<file path="src/rtl/xm23_pkg.sv">
// xm23_pkg: PSW bit indices, arithmetic flag mask and subtract sequencer state type
package xm23_pkg;
  localparam int PSW_C = 0;
  localparam int PSW_Z = 1;
  localparam int PSW_N = 2;
  localparam int PSW_V = 4;
  localparam logic [15:0] PSW_ARITH_MSK = 16'h0017;
  typedef enum logic [1:0] {IDLE, RUN, FLUSH, DONE} sub_seq_state_t;
endpackage

</file>
<file path="src/rtl/alu_sbc.sv">
// alu_sbc: 16-bit subtract-with-borrow; a - b - bin -> difference d, borrow-out bout, signed overflow v
module alu_sbc (
  input  logic [15:0] a,
  input  logic [15:0] b,
  input  logic        bin,
  output logic [15:0] d,
  output logic        bout,
  output logic        v
);
  assign {bout, d} = {1'b0, a} - {1'b0, b} - {16'b0, bin};
  assign v = (a[15] != b[15]) && (d[15] != a[15]);
endmodule

</file>
<file path="src/rtl/alu_sub_seq.sv">
// alu_sub_seq: multi-word subtract sequencer; start/num_words launch, op_valid/op_ready operands in, res_valid/res_ready results out, done with psw_out/psw_msk flag update
module alu_sub_seq
  import xm23_pkg::*;
#(
  parameter int MAX_WORDS = 4,
  parameter int CNT_W = $clog2(MAX_WORDS + 1)
) (
  input  logic             clk,
  input  logic             rst_n,
  input  logic             start,
  input  logic [CNT_W-1:0] num_words,
  output logic             busy,
  input  logic             op_valid,
  output logic             op_ready,
  input  logic [15:0]      a_in,
  input  logic [15:0]      b_in,
  output logic             res_valid,
  input  logic             res_ready,
  output logic [15:0]      result,
  output logic             done,
  output logic [15:0]      psw_out,
  output logic [15:0]      psw_msk
);
  sub_seq_state_t state, state_nx;
  logic [CNT_W-1:0] remaining, len;
  logic [15:0] d;
  logic borrow, zacc, n, v, bout, d_v, op_fire, last;
  alu_sbc u_sbc (.a(a_in), .b(b_in), .bin(borrow), .d(d), .bout(bout), .v(d_v));
  assign len = num_words == '0 ? CNT_W'(1) : num_words > CNT_W'(MAX_WORDS) ? CNT_W'(MAX_WORDS) : num_words;
  assign op_fire = op_valid && op_ready;
  assign last = remaining == CNT_W'(1);
  always_comb begin
    state_nx = state;
    op_ready = state == RUN && (!res_valid || res_ready);
    busy = state != IDLE;
    done = state == DONE;
    psw_out = '0;
    psw_msk = done ? PSW_ARITH_MSK : '0;
    state_nx = state == IDLE ? (start ? RUN : IDLE)
             : state == RUN ? (op_fire && last ? FLUSH : RUN)
             : state == FLUSH ? (res_valid && res_ready ? DONE : FLUSH)
             : IDLE;
    if (done) begin
      psw_out[PSW_C] = ~borrow;
      psw_out[PSW_Z] = zacc;
      psw_out[PSW_N] = n;
      psw_out[PSW_V] = v;
    end
  end
  always_ff @(posedge clk) begin
    if (!rst_n) begin
      state <= IDLE;
      remaining <= '0;
      borrow <= 1'b0;
      zacc <= 1'b1;
      n <= 1'b0;
      v <= 1'b0;
      result <= '0;
      res_valid <= 1'b0;
    end else begin
      state <= state_nx;
      res_valid <= op_fire || (res_valid && !res_ready);
      if (state == IDLE && start) begin
        remaining <= len;
        borrow <= 1'b0;
        zacc <= 1'b1;
      end
      if (op_fire) begin
        result <= d;
        borrow <= bout;
        zacc <= zacc && d == 16'h0000;
        remaining <= remaining - CNT_W'(1);
        if (last) begin
          n <= d[15];
          v <= d_v;
        end
      end
    end
  end
endmodule

</file>
<file path="config.mk">
export PLATFORM = sky130hd
export DESIGN_NAME = alu_sub_seq
export DESIGN_NICKNAME = d
export VERILOG_FILES = /design/src/rtl/xm23_pkg.sv /design/src/rtl/alu_sbc.sv /design/src/rtl/alu_sub_seq.sv
export SDC_FILE = /design/constraint.sdc
export NUM_CORES = 1
export LEC_CHECK = 0
export ABC_AREA = 0
export BUFFER_PORTS_ARGS = -buffer_cell sky130_fd_sc_hd__buf_4
export CORE_UTILIZATION = 40
export DETAILED_ROUTE_END_ITERATION = 10
export GPL_TIMING_DRIVEN = 0
export PLACE_DENSITY = 0.68
export SYNTH_ARGS = -nofsm -noshare
export SYNTH_HDL_FRONTEND = slang
export SYNTH_SLANG_ARGS = --single-unit
</file>
<file path="constraint.sdc">
create_clock -name clk -period 3.4 [get_ports clk]
set_input_delay 0.68 -clock clk [delete_from_list [all_inputs] [get_ports clk]]
set_output_delay 0.68 -clock clk [all_outputs]
set_load 0.005 [all_outputs]
</file>
==> PnR_summary.wiki <==
{| class="wikitable"
! Metric !! Value
|-
| Result of the run || finished, final reports clean
|-
| Part of the cycle the worst path needs || 0.945
|-
| Insertion delay to the later sink of the worst-skew pair || 0.28 ns
|-
| Netlist cell types || 45
|-
| Count of port buffers added during placement || 67
|-
| WS Path Type || input pin to register
|-
| Maximum achievable frequency || 0.311 GHz
|-
| Leak Pwr || 1.61 nW
|-
| Net count, final || 480
|-
| Post-Route Utilization || 0.560
|-
| Worst Path Required || 3.61 ns
|-
| Startpoint types || input pin
|-
| Data arrival, critical path || 3.43 ns
|-
| Fraction of final layout cells sized beyond drive strength 1 || 0.267
|-
| CTS tree || built
|-
| Wire length of the first global-routing pass || 8820 µm
|-
| Total clock sinks || 26
|-
| Maximum resistive drop on vdd || 0.000290 V
|-
| Pin count of the biggest net entering global routing || 16
|-
| Number of rows in the core area || 27
|-
| Routed Antenna Nets || 0
|-
| Routed WL per cell || 10.9 µm
|-
| Most frequently used flop master after synthesis || dfxtp_1
|-
| Number of global-route vias before repair || 2067
|-
| Number of I/O pins || 92
|-
| Number of failing setup endpoints in the final timing report || 0
|-
| Total chip power || 1.08 mW
|-
| Clk_skew || 0.00515 ns
|-
| Number of flops mapped to enable cells by yosys || 0
|-
| Highest fanout seen on the critical path || 3
|-
| Vias after detailed routing || 2252
|-
| Post-DP HPWL || 4370 µm
|-
| Aggregate negative setup slack || 0 ns
|-
| FF+latch count, synth || 26
|-
| Class of the tightest hold or removal check || register to register
|-
| Core region area || 0.00561 mm²
|-
| Number of slew-limit violations in the final report || 0
|-
| # H-tree levels || 1
|-
| Total wirelength of the detailed-routed design || 5190 µm
|-
| Router iterations before antenna repair || 4
|-
| Total overflow reported by the global router || 0
|-
| Unrepaired setup endpoints after global routing || false
|-
| Transition time at the pin with the least slew margin || 0.527 ns
|-
| Number of warnings reported in the yosys synthesis log || 0
|-
| Mapped cell area || 0.00238 mm²
|-
| Post-Syn Instances || 311
|-
| Final design area excluding fillers || 0.00314 mm²
|-
| Sort of element at the end of the critical path || register
|-
| Initial core utilization || 0.425
|-
| Final-report hold violation count || 0
|-
| Clock-pin slew reported for the worst setup and hold paths after clock tree synthesis || 0.09 ns
|-
| Sequential area share after synthesis || 0.219
|-
| Count of antenna diodes in the layout || 0
|-
| CTS max path bufs || 2
|-
| Remaining DRCs || 0
|-
| Die height || 79.2 µm
|-
| Time the worst path needs with I/O delays and setup || 3.21 ns
|-
| Final GP Congestion || 0.802
|-
| Pwr/cell area || 344 mW/mm²
|-
| Worst slew margin relative to its limit || 0.646
|-
| Max Cap Viol || 0
|-
| Placed Instance Area || 0.00306 mm²
|-
| Synthesized area divided by synthesized cell count || 7.66 µm²
|-
| Vias per Instance || 4.72
|-
| Die X || 79.2 µm
|-
| Number of buffers created by CTS || 3
|-
| Starting DRC count in detailed routing || 71
|-
| GRT Util Overall || 0.172
|-
| Fraction of registers with async set/reset || 0
|-
| Area of the die || 0.00626 mm²
|-
| Filler instances || 556
|-
| Relative area change from synthesis to final layout || 31.9%
|-
| Antenna violations before repair || 0
|-
| CTS root buffer || clkbuf_8
|}
-- layout by cell type, fill, tap and decap left out, drive strengths merged, types with 2 or more instances in the layout --
master  synthesis  layout
a211oi         12      12
a21o            3       3
a21oi          23      23
a311oi          2       2
a31o            2       2
a31oi           3       3
and2            4       4
and3            4       4
buf            28      95
clkbuf          6       9
conb            1      24
dfxtp          26      26
fa              2       2
ha             32      32
inv            50      50
mux2i           2       2
nand2          22      22
nand3           4       4
nand3b          3       3
nor2           32      32
nor2b           6       6
nor3            3       3
nor3b           2       2
o211ai          2       2
o21a            2       2
o21ai           5       5
xnor2          13      13
xor2            5       5
-- routing by layer --
metal  vias up  GRT usage  wire length (µm)
li1       1168          -                 -
met5         -          0                 0
met2        56      0.316              2620
met1      1026      0.213              2310
met3         2     0.0276               241
met4         0     0.0273                20
-- state kept, by name, indices dropped and copies added, names as in the netlist --
name       count
state          2
n              1
res_valid      1
result        16
zacc           1
v              1
borrow         1
remaining      3
-- final cells by class --
class / count / area [µm²] / area share
plain buffers: 34 / 233 / 0.0741
clock buffers: 3 / 41.3 / 0.0131
clock inverters: 1 / 30.0 / 0.00956
inverters: 50 / 188 / 0.0597
multi-input cells: 224 / 1540 / 0.489
flip-flops and latches: 26 / 520 / 0.166
well taps: 72 / 90.1 / 0.0287
repair buffers: 67 / 503 / 0.160
-- repair_timing --
| item | in CTS | in global routing |
|---|---|---|
| endpoints found under the setup margin | 0 | 1 |
| gates resized for setup | 0 | 4 |
| setup buffers | 0 | 0 |
| hold buffers | 0 | 0 |
-- per-stage QoR --
step / std cells / worst slack (ns) / hold WS [ns]
after global routing: 477 / 0.0208 / 0.483
after global placement: 473 / -0.176 / 0.444
after detailed placement: 473 / -0.205 / 0.452
after CTS: 477 / 0.0847 / 0.464
final: 477 / 0.185 / 0.463
after floorplan: 334 / 0.200 / 0.432
-- kinds of logic after synthesis --
group,Yosys count,synth area share
buf+inv,84,0.177
flops,26,0.219
compound gates,60,0.174
other cells,1,0.00157
mux,2,0.00841
fa+ha+maj,34,0.185
simple gates,86,0.170
xor+xnor,18,0.0662
-- where the power goes --
part | internal, mW | switching [mW]
combinational | 0.228 | 0.248
sequential | 0.328 | 0.0175
clock | 0.158 | 0.100
total | 0.714 | 0.366
-- worst paths after layout --
kind / startpoint / end / slack [ns] / cells after the start
max: a_in[0] / zacc$_SDFFE_PN1P_ / 0.19 / 11
min: result[14]$_SDFFE_PN0P_ / result[14]$_SDFFE_PN0P_ / 0.46 / 2
max reg2reg: borrow$_SDFFE_PN0P_ / zacc$_SDFFE_PN1P_ / 0.34 / 11
min reg2reg: result[14]$_SDFFE_PN0P_ / result[14]$_SDFFE_PN0P_ / 0.46 / 2
-- synth_stat cells, types with 5 or more instances --
master     n  area [µm²]
inv_1     50         188
ha_1      32         400
nor2_1    32         120
buf_4     28         210
dfxtp_1   26         521
a21oi_1   23         115
nand2_1   22        82.6
xnor2_1   13         114
a211oi_1  10        75.1
clkbuf_1   6        22.5
nor2b_1    6        37.5
xor2_1     5        43.8
-- worst max-delay path, stage by stage --
cell      delay [ns]
buf_4           0.11
fa_1            0.46
fa_1            0.40
nand2b_1        0.17
a31o_2          0.28
o21ai_1         0.22
o31ai_1         0.18
xnor2_1         0.22
nand2_1         0.07
or4_1           0.49
o211ai_2        0.14
Note: power is estimated with default switching activity, not from simulation.
